--- src/rtl/etapa_busqueda_pkg.sv ---
// ---------------------------------------------------------------------------
// procesador_pkg: definitions shared by the segmented processor stages.
//   - instruction field widths and the j opcode
//   - reset PC and the bubble (nop) encoding
//   - if_id_t: contents of the IF/ID pipeline register
// ---------------------------------------------------------------------------
package procesador_pkg;

    localparam int OPC_W = 6;
    localparam int TGT_W = 26;
    localparam int IMM_W = 16;

    localparam logic [OPC_W-1:0] OP_J      = 6'b000010;
    localparam logic [31:0]      NOP_INSTR = 32'h0000_0000;  // sll $0,$0,0
    localparam logic [31:0]      RESET_PC  = 32'h0000_0000;

    typedef struct packed {
        logic [31:0] instr;
        logic [31:0] pc4;
        logic        valid;
    } if_id_t;

    localparam if_id_t IF_ID_BUBBLE = '{instr: NOP_INSTR, pc4: 32'h0, valid: 1'b0};

endpackage

--- src/rtl/etapa_busqueda_if.sv ---
// ---------------------------------------------------------------------------
// etapa_busqueda_if: instruction-memory bus between fetch and imem.
//   imem_addr  : word address (fetch -> memory)
//   imem_data  : instruction read combinationally from imem_addr
//   imem_ready : imem_data valid this cycle
// Modports: master = fetch stage, slave = instruction memory.
// ---------------------------------------------------------------------------
interface etapa_busqueda_if;

    logic [31:0] imem_addr;
    logic [31:0] imem_data;
    logic        imem_ready;

    modport master (output imem_addr, input imem_data, input imem_ready);
    modport slave  (input imem_addr, output imem_data, output imem_ready);

endinterface

--- src/rtl/etapa_busqueda_registro_if_id.sv ---
// ---------------------------------------------------------------------------
// registro_if_id: IF/ID pipeline register.
//   clk, rst_n : clock, async active-low reset (resets to a bubble)
//   load       : capture d
//   bubble     : insert a bubble; wins over load
//   d / q      : register contents (instr, pc4, valid)
// Neither load nor bubble -> hold (stall).
// ---------------------------------------------------------------------------
module registro_if_id
    import procesador_pkg::*;
(
    input  logic   clk,
    input  logic   rst_n,
    input  logic   load,
    input  logic   bubble,
    input  if_id_t d,
    output if_id_t q
);

    always_ff @(posedge clk or negedge rst_n) begin
        if (!rst_n)      q <= IF_ID_BUBBLE;
        else if (bubble) q <= IF_ID_BUBBLE;
        else if (load)   q <= d;
    end

endmodule

--- src/rtl/etapa_busqueda.sv ---
// ---------------------------------------------------------------------------
// etapa_busqueda: instruction-fetch stage.
//   clk, rst_n   : clock, async active-low reset
//   imem         : instruction-memory bus (master side)
//   stall        : hold PC and IF/ID
//   redirect     : taken branch/jump from decode, target in redirect_pc
//   pc_out       : current PC
//   if_id_*      : IF/ID register outputs; if_id_imm16 feeds the sign extender
// Optional feature: define FETCH_JUMP_EN to resolve `j` at fetch with no bubble.
// Edge priority: redirect > stall > !imem_ready (bubble) > normal fetch.
// ---------------------------------------------------------------------------
module etapa_busqueda
    import procesador_pkg::*;
(
    input  logic                    clk,
    input  logic                    rst_n,
    etapa_busqueda_if.master        imem,
    input  logic                    stall,
    input  logic                    redirect,
    input  logic [31:0]             redirect_pc,
    output logic [31:0]             pc_out,
    output logic [31:0]             if_id_instr,
    output logic [31:0]             if_id_pc4,
    output logic                    if_id_valid,
    output logic [IMM_W-1:0]        if_id_imm16
);

    logic [31:0] pc, pc4, next_pc;
    logic        fetch;
    if_id_t      if_id_d, if_id_q;

    assign pc4   = pc + 32'd4;               // wraps naturally at 2^32
    assign fetch = !redirect && !stall && imem.imem_ready;

`ifdef FETCH_JUMP_EN
    // Early j: target built from the instruction being fetched right now.
    always_comb begin
        next_pc = pc4;
        if (imem.imem_data[31:32-OPC_W] == OP_J)
            next_pc = {pc4[31:28], imem.imem_data[TGT_W-1:0], 2'b00};
    end
`else
    assign next_pc = pc4;
`endif

    always_ff @(posedge clk or negedge rst_n) begin
        if (!rst_n)        pc <= RESET_PC;
        else if (redirect) pc <= {redirect_pc[31:2], 2'b00};
        else if (fetch)    pc <= next_pc;
    end

    assign if_id_d = '{instr: imem.imem_data, pc4: pc4, valid: 1'b1};

    registro_if_id u_if_id (
        .clk    (clk),
        .rst_n  (rst_n),
        .load   (fetch),
        .bubble (redirect || (!stall && !imem.imem_ready)),
        .d      (if_id_d),
        .q      (if_id_q)
    );

    assign imem.imem_addr = pc;
    assign pc_out         = pc;
    assign if_id_instr    = if_id_q.instr;
    assign if_id_pc4      = if_id_q.pc4;
    assign if_id_valid    = if_id_q.valid;
    assign if_id_imm16    = if_id_q.instr[IMM_W-1:0];

endmodule
--- src/flat_wrapper.sv ---
// flat-port wrapper written by rule: the top's interface ports become plain ports
module etapa_busqueda_flat import procesador_pkg::*;
  (clk, rst_n, stall, redirect, redirect_pc, pc_out, if_id_instr, if_id_pc4, if_id_valid, if_id_imm16, imem_imem_addr, imem_imem_data, imem_imem_ready);
  etapa_busqueda_if imem_i ();
  input  logic clk;
  input  logic rst_n;
  input  logic stall;
  input  logic redirect;
  input  logic [31:0] redirect_pc;
  output logic [31:0] pc_out;
  output logic [31:0] if_id_instr;
  output logic [31:0] if_id_pc4;
  output logic if_id_valid;
  output logic [IMM_W-1:0] if_id_imm16;
  output wire logic [$bits(imem_i.imem_addr)-1:0] imem_imem_addr;
  input wire logic [$bits(imem_i.imem_data)-1:0] imem_imem_data;
  input wire logic [$bits(imem_i.imem_ready)-1:0] imem_imem_ready;
  assign imem_imem_addr = imem_i.imem_addr;
  assign imem_i.imem_data = imem_imem_data;
  assign imem_i.imem_ready = imem_imem_ready;
  etapa_busqueda u_core (.clk(clk), .rst_n(rst_n), .imem(imem_i), .stall(stall), .redirect(redirect), .redirect_pc(redirect_pc), .pc_out(pc_out), .if_id_instr(if_id_instr), .if_id_pc4(if_id_pc4), .if_id_valid(if_id_valid), .if_id_imm16(if_id_imm16));
endmodule
--- config.mk ---
export PLATFORM = sky130hd
export DESIGN_NAME = etapa_busqueda_flat
export DESIGN_NICKNAME = d
export VERILOG_FILES = /design/src/rtl/etapa_busqueda_pkg.sv /design/src/rtl/etapa_busqueda_if.sv /design/src/rtl/etapa_busqueda_registro_if_id.sv /design/src/rtl/etapa_busqueda.sv /design/src/flat_wrapper.sv
export SDC_FILE = /design/constraint.sdc
export NUM_CORES = 1
export LEC_CHECK = 0
export BUFFER_PORTS_ARGS = -buffer_cell sky130_fd_sc_hd__buf_2
export CORE_ASPECT_RATIO = 0.6
export CORE_UTILIZATION = 50
export CTS_BUF_LIST = sky130_fd_sc_hd__clkbuf_16
export CTS_CLUSTER_DIAMETER = 60
export DETAILED_ROUTE_END_ITERATION = 16
export HOLD_SLACK_MARGIN = 0.03
export PLACE_DENSITY_LB_ADDON = 0.2
export SYNTH_ARGS = -nofsm -noshare
export SYNTH_HDL_FRONTEND = slang
export SYNTH_HIERARCHICAL = 1
export SYNTH_SLANG_ARGS = --single-unit
--- constraint.sdc ---
create_clock -name clk -period 6.1 [get_ports clk]
set_input_delay 0.61 -clock clk [delete_from_list [all_inputs] [get_ports clk]]
set_output_delay 0.61 -clock clk [all_outputs]
set_load 0.02 [all_outputs]
==> impl_metrics.env, run 1 <==
export IMPL_remaining_drc_errors=0
export IMPL_drt_iter0_drc=241
export IMPL_critPathLaunchType="primary input"
export IMPL_drive_above_1_share_pct=34.6
export IMPL_synth_area_leader_cell="sky130_fd_sc_hd__dfrtp_1"
export IMPL_post_route_period_util_pct=45.8
export IMPL_worst_r2r_cell_count=6
export IMPL_syn_area_sq_um=5270
export IMPL_vias_per_cell=5.31
export IMPL_finalSetupViolations=0
export IMPL_synth_most_common_cell="sky130_fd_sc_hd__dfrtp_1"
export IMPL_wl_met1_um=6030
export IMPL_detailroute_wirelength_met2_um=5710
export IMPL_vias=4294
export IMPL_hpwl_um=9190
export IMPL_met3RoutedLength_um=875
export IMPL_clock_tree_buffer_depth=2
export IMPL_height_of_the_chip_um=81.5
export IMPL_top_level_ports=214
export IMPL_synth_ff_latch_count=95
export IMPL_power_density_nw_per_um2=247
export IMPL_asyncSetResetFlopFracSynth_pct=100
export IMPL_static_leakage_power_nw=3.02
export IMPL_clock_sinks=95
export IMPL_finalClockSkew_ns=0.00779
export IMPL_cell_count_after_placement=793
export IMPL_timing_hold_violations_final=0
export IMPL_postCtsSetupBuffers=0
export IMPL_syn_inst=529
export IMPL_placement_io_buffers=207
export IMPL_avgRoutedWirePerCell_um=15.8
export IMPL_path_clk_slew_ns=0.06
export IMPL_number_of_flops_mapped_to_enable_cells_by_yosys=0
export IMPL_antenna_violations_before_repair=0
export IMPL_top_layer_used="met4"
export IMPL_grt_use_total_pct=23.4
export IMPL_insertion_delay_ns=0.34
export IMPL_post_cts_resized_instances=0
export IMPL_result_of_the_run="finished, final reports clean"
export IMPL_maxClockFrequency_ghz=0.358
export IMPL_power_ir_vdd_worst_mv=0.126
export IMPL_fin_crit_ns=2.79
export IMPL_critical_path_peak_fanout=52
export IMPL_synth_sequential_area_ratio_pct=45.1
export IMPL_layout_net_count=739
export IMPL_pin_count_of_the_biggest_net_entering_global_routing=75
export IMPL_area_growth_synth_to_final_pct=18.0
export IMPL_syn_mean_instance_area_sq_um=9.96
export IMPL_whs_ns=0.148
export IMPL_coreArea_sq_um=10100
export IMPL_worst_slew_margin_relative_to_its_limit_pct=34.6
export IMPL_number_of_global_route_vias_before_repair=3750
export IMPL_final_max_slew_viol_count=0
export IMPL_die_w_um=134
export IMPL_maxCapViolations=0
export IMPL_diodes=0
export IMPL_htree_num_levels=3
export IMPL_drt_pass1_iter_count=5
export IMPL_placementRows=28
export IMPL_ys_top_cells_by_area="sky130_fd_sc_hd__dfrtp_1 (45%), sky130_fd_sc_hd__mux2i_1 (13%), sky130_fd_sc_hd__buf_4 (7.4%), sky130_fd_sc_hd__nor2_1 (6.4%), sky130_fd_sc_hd__xor2_1 (4.2%)"
export IMPL_post_cts_hold_buffer_count=0
export IMPL_timing_worst_setup_path_type="primary input to flop"
export IMPL_worst_setup_path_end_kind="flop"
export IMPL_synth_largest_type_area_fraction_pct=45.1
export IMPL_synth_top_cells_by_count="sky130_fd_sc_hd__dfrtp_1 (95), sky130_fd_sc_hd__nor2_1 (90), sky130_fd_sc_hd__mux2i_1 (66), sky130_fd_sc_hd__buf_4 (52), sky130_fd_sc_hd__xor2_1 (25)"
export IMPL_grt_remaining_overflow=0
export IMPL_crit_required_ns=6.30
export IMPL_synth_distinct_cells=37
export IMPL_cts_made_buffers=9
export IMPL_rsz0062_at_grt="no"
export IMPL_worst_slew_pin_slew_ns=0.979
export IMPL_r2r_setup_slack_ns=3.53
export IMPL_fin_cells=809
export IMPL_initial_utilization_pct=52.4
export IMPL_ctsRootBufferMaster="sky130_fd_sc_hd__clkbuf_16"
export IMPL_worst_min_delay_path_category="primary input to async pin"
export IMPL_yosys_warnings=6
export IMPL_fin_setup_tns_ns=0
export IMPL_die_area_sq_um=11000
export IMPL_fillerInstances=869
export IMPL_wire_length_of_the_first_global_routing_pass_um=19600
export IMPL_cts_tree="yes"
export IMPL_cp_data_arrival_time_ns=2.99
export IMPL_finalWeightedCongestion=0.808
export IMPL_wl_um=12800
export IMPL_postRouteAntennaNets=0
export IMPL_most_instantiated_flip_flop_cell_in_the_synthesis_netlist="sky130_fd_sc_hd__dfrtp_1"
power breakdown:
| part | total, mW | switching, mW | internal (mW) |
|---|---|---|---|
| sequential | 0.712 | 0.0534 | 0.659 |
| clock | 0.559 | 0.241 | 0.318 |
| combinational | 0.264 | 0.166 | 0.0978 |
| total | 1.53 | 0.461 | 1.07 |
kinds of logic after synthesis:
logic type      after synthesis  synth area share [%]
simple gates                191                  17.9
flops                        95                  45.1
buf+inv                      88                  11.9
mux                          67                  12.8
compound gates               44                  5.16
xor+xnor                     41                  6.82
other cells                   2                 0.143
fa+ha+maj                     1                 0.238
flip-flops by register name, summed over array words and instances (netlist names):
| name | count |
|---|---|
| u_core/u_if_id/q | 65 |
| u_core/imem.imem_addr | 30 |
cells in the final DEF, fill, tap and decap left out, types with 2 or more instances in the layout:
cell type,Yosys,routed
sky130_fd_sc_hd__o31ai_1,9,9
sky130_fd_sc_hd__clkbuf_16,0,9
sky130_fd_sc_hd__o211ai_1,2,2
sky130_fd_sc_hd__dfrtp_1,95,95
sky130_fd_sc_hd__mux2i_1,66,66
sky130_fd_sc_hd__nor4_1,5,5
sky130_fd_sc_hd__conb_1,2,7
sky130_fd_sc_hd__nand2_1,24,24
sky130_fd_sc_hd__xnor2_1,16,16
sky130_fd_sc_hd__or4_1,12,12
sky130_fd_sc_hd__a31oi_1,13,13
sky130_fd_sc_hd__buf_2,8,206
sky130_fd_sc_hd__clkinvlp_4,0,2
sky130_fd_sc_hd__and4_1,7,7
sky130_fd_sc_hd__and3_1,3,3
sky130_fd_sc_hd__inv_1,2,2
sky130_fd_sc_hd__nand3_1,13,13
sky130_fd_sc_hd__o31a_1,2,2
sky130_fd_sc_hd__o21ai_0,18,17
sky130_fd_sc_hd__nor2_1,90,89
sky130_fd_sc_hd__nand3_2,2,2
sky130_fd_sc_hd__or3_1,4,4
sky130_fd_sc_hd__nand2b_1,2,2
sky130_fd_sc_hd__nor3_1,12,12
sky130_fd_sc_hd__buf_4,52,4
sky130_fd_sc_hd__nand4_1,12,12
sky130_fd_sc_hd__xor2_1,25,25
layout make-up:
cell class / instances / area, sq um / area share [%]
clock buffer: 9 / 225 / 3.63
clock inverter: 7 / 71.3 / 1.15
tap: 135 / 169 / 2.72
inverter: 2 / 7.51 / 0.121
sequential: 95 / 2380 / 38.3
multi-input combinational: 351 / 2300 / 37.0
timing repair buffer: 210 / 1060 / 17.1
critical path, cell delays in order:
cell,delay [ns]
sky130_fd_sc_hd__buf_2,0.13
sky130_fd_sc_hd__nand2b_1,0.44
sky130_fd_sc_hd__nor2_4,0.58
sky130_fd_sc_hd__buf_4,0.77
sky130_fd_sc_hd__mux2i_1,0.30
sky130_fd_sc_hd__nor2_1,0.08
worst paths after layout:
path / to / startpoint
setup / recovery: u_core/u_if_id/q[57] / stall
hold / removal: u_core/imem.imem_addr[2] / rst_n
setup reg to reg: u_core/u_if_id/q[31] / u_core/imem.imem_addr[15]
hold reg to reg: u_core/u_if_id/q[54] / u_core/u_if_id/q[54]
max in group asynchronous: u_core/u_if_id/q[45] / rst_n
min in group clk: u_core/imem.imem_addr[5] / redirect_pc[5]
metal layers:
layer  up-vias  GRT usage [%]
li1       2053              -
met1      2041           32.8
met2       188           36.7
met3        12           5.56
met4         0           6.18
met5         -              0
metrics by stage:
step / power, mW / setup slack (ns) / util (%) / area [sq um]
after global routing: 1.60 / 3.19 / 61.8 / 6210
after global placement: 0.984 / 3.05 / 58.8 / 5920
after CTS: 1.55 / 3.31 / 61.8 / 6210
after floorplan: 0.913 / 3.97 / - / 5290
final: 1.53 / 3.31 / 61.8 / 6210
after detailed placement: 0.990 / 2.94 / 58.8 / 5920
(Power assumes the default switching activity.)
==> inputs of run 2 (changes only) <==
ABC_AREA = 1   (was default)
CORE_UTILIZATION = 44   (was 50)
clock period = 2.25 ns   (was 6.1 ns; I/O delays follow)
==> run 2 against run 1 <==
Area after synthesis rose by 1.5%. Global-route usage rose by 0.20 points. Hold slack got worse by 0.049 ns. Sequential cell count unchanged. Cell count grew 26%. Total power grew to 2.8 times the previous value. Count of clock-buffer cells in the layout did not move. Highest routed layer is now met5.
==> impl_metrics.env, run 2 <==
export IMPL_post_cts_resized_instances=0
export IMPL_synth_sequential_area_ratio_pct=44.5
export IMPL_rsz0062_at_grt="no"
export IMPL_htree_num_levels=3
export IMPL_worst_r2r_cell_count=9
export IMPL_p_int_mw=2.93
export IMPL_synth_largest_type_area_fraction_pct=44.5
export IMPL_layout_commonest_cell="sky130_fd_sc_hd__nand2_1"
export IMPL_finalWeightedCongestion=0.920
export IMPL_grt_use_total_pct=23.6
export IMPL_post_route_period_util_pct=77.4
export IMPL_number_of_global_route_vias_before_repair=4508
export IMPL_syn_mean_instance_area_sq_um=7.68
export IMPL_ys_top_cells_by_area="sky130_fd_sc_hd__dfrtp_1 (44%), sky130_fd_sc_hd__nand2_1 (20%), sky130_fd_sc_hd__nand3_1 (7.9%), sky130_fd_sc_hd__buf_4 (7.4%), sky130_fd_sc_hd__inv_1 (3.9%)"
export IMPL_layout_net_count=923
export IMPL_timing_final_ws_setup_ns=0.509
export IMPL_share_of_power_burned_in_combinational_logic_pct=19.7
export IMPL_postCtsSetupBuffers=0
export IMPL_finalSetupViolations=0
export IMPL_vias_per_cell=4.79
export IMPL_critical_path_peak_fanout=6
export IMPL_synth_most_common_cell="sky130_fd_sc_hd__nand2_1"
export IMPL_wl_um=14400
export IMPL_worstHoldPathCells=3
export IMPL_initial_utilization_pct=46.2
export IMPL_timing_hold_violations_final=0
export IMPL_synth_top_cells_by_count="sky130_fd_sc_hd__nand2_1 (280), sky130_fd_sc_hd__dfrtp_1 (95), sky130_fd_sc_hd__nand3_1 (84), sky130_fd_sc_hd__inv_1 (56), sky130_fd_sc_hd__buf_4 (53)"
export IMPL_grt_remaining_overflow=0
export IMPL_placementRows=30
export IMPL_crit_required_ns=2.49
export IMPL_switchingPower_mw=1.37
export IMPL_yosys_warnings=6
export IMPL_pin_count_of_the_biggest_net_entering_global_routing=49
export IMPL_diodes=0
export IMPL_finalClockSkew_ns=0.00680
export IMPL_cts_made_buffers=9
export IMPL_worst_min_delay_path_category="primary input to flop"
export IMPL_ctsRootBufferMaster="sky130_fd_sc_hd__clkbuf_16"
export IMPL_synth_area_leader_cell="sky130_fd_sc_hd__dfrtp_1"
export IMPL_syn_area_sq_um=5350
export IMPL_maxCapViolations=0
export IMPL_wire_length_of_the_first_global_routing_pass_um=22700
export IMPL_number_of_flops_mapped_to_enable_cells_by_yosys=0
export IMPL_clock_sinks=95
export IMPL_height_of_the_chip_um=87.4
export IMPL_worst_slew_pin_slew_ns=0.554
export IMPL_cp_data_arrival_time_ns=1.98
export IMPL_coreArea_sq_um=11600
export IMPL_dp_slack_ns=0.526
export IMPL_clock_tree_buffer_depth=2
export IMPL_fin_crit_ns=1.74
export IMPL_postLayoutCellArea_sq_um=6480
export IMPL_insertion_delay_ns=0.34
export IMPL_timing_worst_setup_path_type="flop to flop"
export IMPL_path_clk_slew_ns=0.07
export IMPL_area_growth_synth_to_final_pct=21.3
export IMPL_fin_setup_tns_ns=0
export IMPL_post_cts_hold_buffer_count=1
export IMPL_pwr_share_clk_pct=35.7
export IMPL_result_of_the_run="finished, final reports clean"
export IMPL_placedInstanceArea_sq_um=6180
export IMPL_synth_ff_latch_count=95
export IMPL_drt_pass1_iter_count=5
export IMPL_top_level_ports=214
export IMPL_final_cell_mix="sky130_fd_sc_hd__nand2_1 (280), sky130_fd_sc_hd__buf_2 (206), sky130_fd_sc_hd__dfrtp_1 (95)"
export IMPL_drt_iter0_drc=314
export IMPL_final_max_slew_viol_count=0
export IMPL_maxClockFrequency_ghz=0.574
export IMPL_die_area_sq_um=12600
export IMPL_cts_tree="yes"
export IMPL_most_instantiated_flip_flop_cell_in_the_synthesis_netlist="sky130_fd_sc_hd__dfrtp_1"
export IMPL_worst_slew_margin_relative_to_its_limit_pct=63.0
export IMPL_syn_inst=696
export IMPL_placement_io_buffers=207
export IMPL_power_density_nw_per_um2=664
export IMPL_swShare_pct=31.9
export IMPL_hpwl_um=10700
export IMPL_static_leakage_power_nw=3.85
export IMPL_reg_power_share_pct=44.7
export IMPL_top_reg_by_flops="u_core/u_if_id/q"
export IMPL_fin_cells=1018
export IMPL_fillerInstances=1127
export IMPL_critPathLaunchType="flop"
export IMPL_drive_above_1_share_pct=31.5
export IMPL_vias=4880
export IMPL_remaining_drc_errors=0
export IMPL_postRouteAntennaNets=0
export IMPL_worst_setup_path_end_kind="flop"
export IMPL_cell_count_after_placement=1001
export IMPL_avgRoutedWirePerCell_um=14.2
export IMPL_asyncSetResetFlopFracSynth_pct=100
export IMPL_power_ir_vdd_worst_mv=0.354
export IMPL_antenna_violations_before_repair=1
export IMPL_largest_reg_flops=65
export IMPL_die_w_um=144
export IMPL_synth_distinct_cells=26
## run 2: changes by cell type after synthesis, moves of 12 or more
cell / delta
sky130_fd_sc_hd__inv_1: +54
sky130_fd_sc_hd__nand2_1: +256
sky130_fd_sc_hd__nand3_1: +71
sky130_fd_sc_hd__nor3_1: -12
sky130_fd_sc_hd__xor2_1: -18
sky130_fd_sc_hd__nor2_1: -63
sky130_fd_sc_hd__mux2i_1: -66
sky130_fd_sc_hd__or4_1: -12
sky130_fd_sc_hd__a31oi_1: -12
sky130_fd_sc_hd__xnor2_1: -16
## run 2: critical path, stage by stage, from the launching register on
cell	delay, ns
sky130_fd_sc_hd__dfrtp_1	0.45
sky130_fd_sc_hd__ha_1	0.24
sky130_fd_sc_hd__nand2_2	0.08
sky130_fd_sc_hd__nor2_4	0.17
sky130_fd_sc_hd__nand2_4	0.13
sky130_fd_sc_hd__nor2_8	0.16
sky130_fd_sc_hd__nand3_1	0.11
sky130_fd_sc_hd__and2_1	0.18
sky130_fd_sc_hd__nand3_1	0.07
sky130_fd_sc_hd__nand2_1	0.05
## run 2: cells by family (layout without fill, tap and decap cells)
logic type / count (synthesis) / in the layout / synth area share (%)
AOI/OAI and AO/OA: 27 / 27 / 3.32
xor gates and xnor gates: 15 / 15 / 3.58
adders and majority gates: 1 / 1 / 0.234
buffers and inverters: 136 / 293 / 14.3
DFF: 95 / 95 / 44.5
other: 2 / 7 / 0.140
and+or+nand+nor: 420 / 420 / 33.9
## run 2: final timing paths
path / endpoint / from / slack (ns)
setup reg to reg: u_core/u_if_id/q[27] / u_core/imem.imem_addr[3] / 0.51
hold reg to reg: u_core/u_if_id/q[24] / u_core/u_if_id/q[24] / 0.47
setup / recovery: u_core/u_if_id/q[27] / u_core/imem.imem_addr[3] / 0.51
hold / removal: u_core/imem.imem_addr[4] / redirect_pc[4] / 0.1
max in group asynchronous: u_core/imem.imem_addr[8] / rst_n / 1.26
min in group asynchronous: u_core/u_if_id/q[35] / rst_n / 0.33
## run 2: through the flow
| step | total power, mW | util [%] | hold WS [ns] |
|---|---|---|---|
| after floorplan | 2.55 | - | -0.0706 |
| final | 4.31 | 56.1 | 0.0994 |
| after CTS | 4.34 | 56.1 | 0.0907 |
| after global routing | 4.51 | 56.1 | 0.100 |
| after global placement | 2.79 | 53.4 | 0.141 |
| after detailed placement | 2.80 | 53.4 | 0.149 |
## run 2: area by class of cell
cell class	count	area (sq um)	share of cell area (%)
multi-input cells	470	2230	34.4
clock inverters	7	71.3	1.10
flip-flops and latches	95	2380	36.7
clock buffers	9	225	3.47
repair buffers	220	1160	17.9
well taps	160	200	3.09
inverters	57	214	3.30
## run 2: power groups by stage
stage	Combinational, mW	Sequential, mW	Clock (mW)
after floorplan	0.512	2.04	0
after global placement	0.839	1.95	0
after detailed placement	0.847	1.95	0
after CTS	0.851	1.92	1.57
after global routing	0.937	1.94	1.64
final	0.848	1.92	1.54
## run 2: per-layer routing
layer | vias up | GRT usage (%) | part of all wire [%]
met2 | 181 | 37.5 | 45
met1 | 2281 | 32.5 | 46
met5 | - | 0 | 0.055
met3 | 13 | 6.27 | 8.1
met4 | 2 | 4.59 | 0.84
li1 | 2403 | - | -
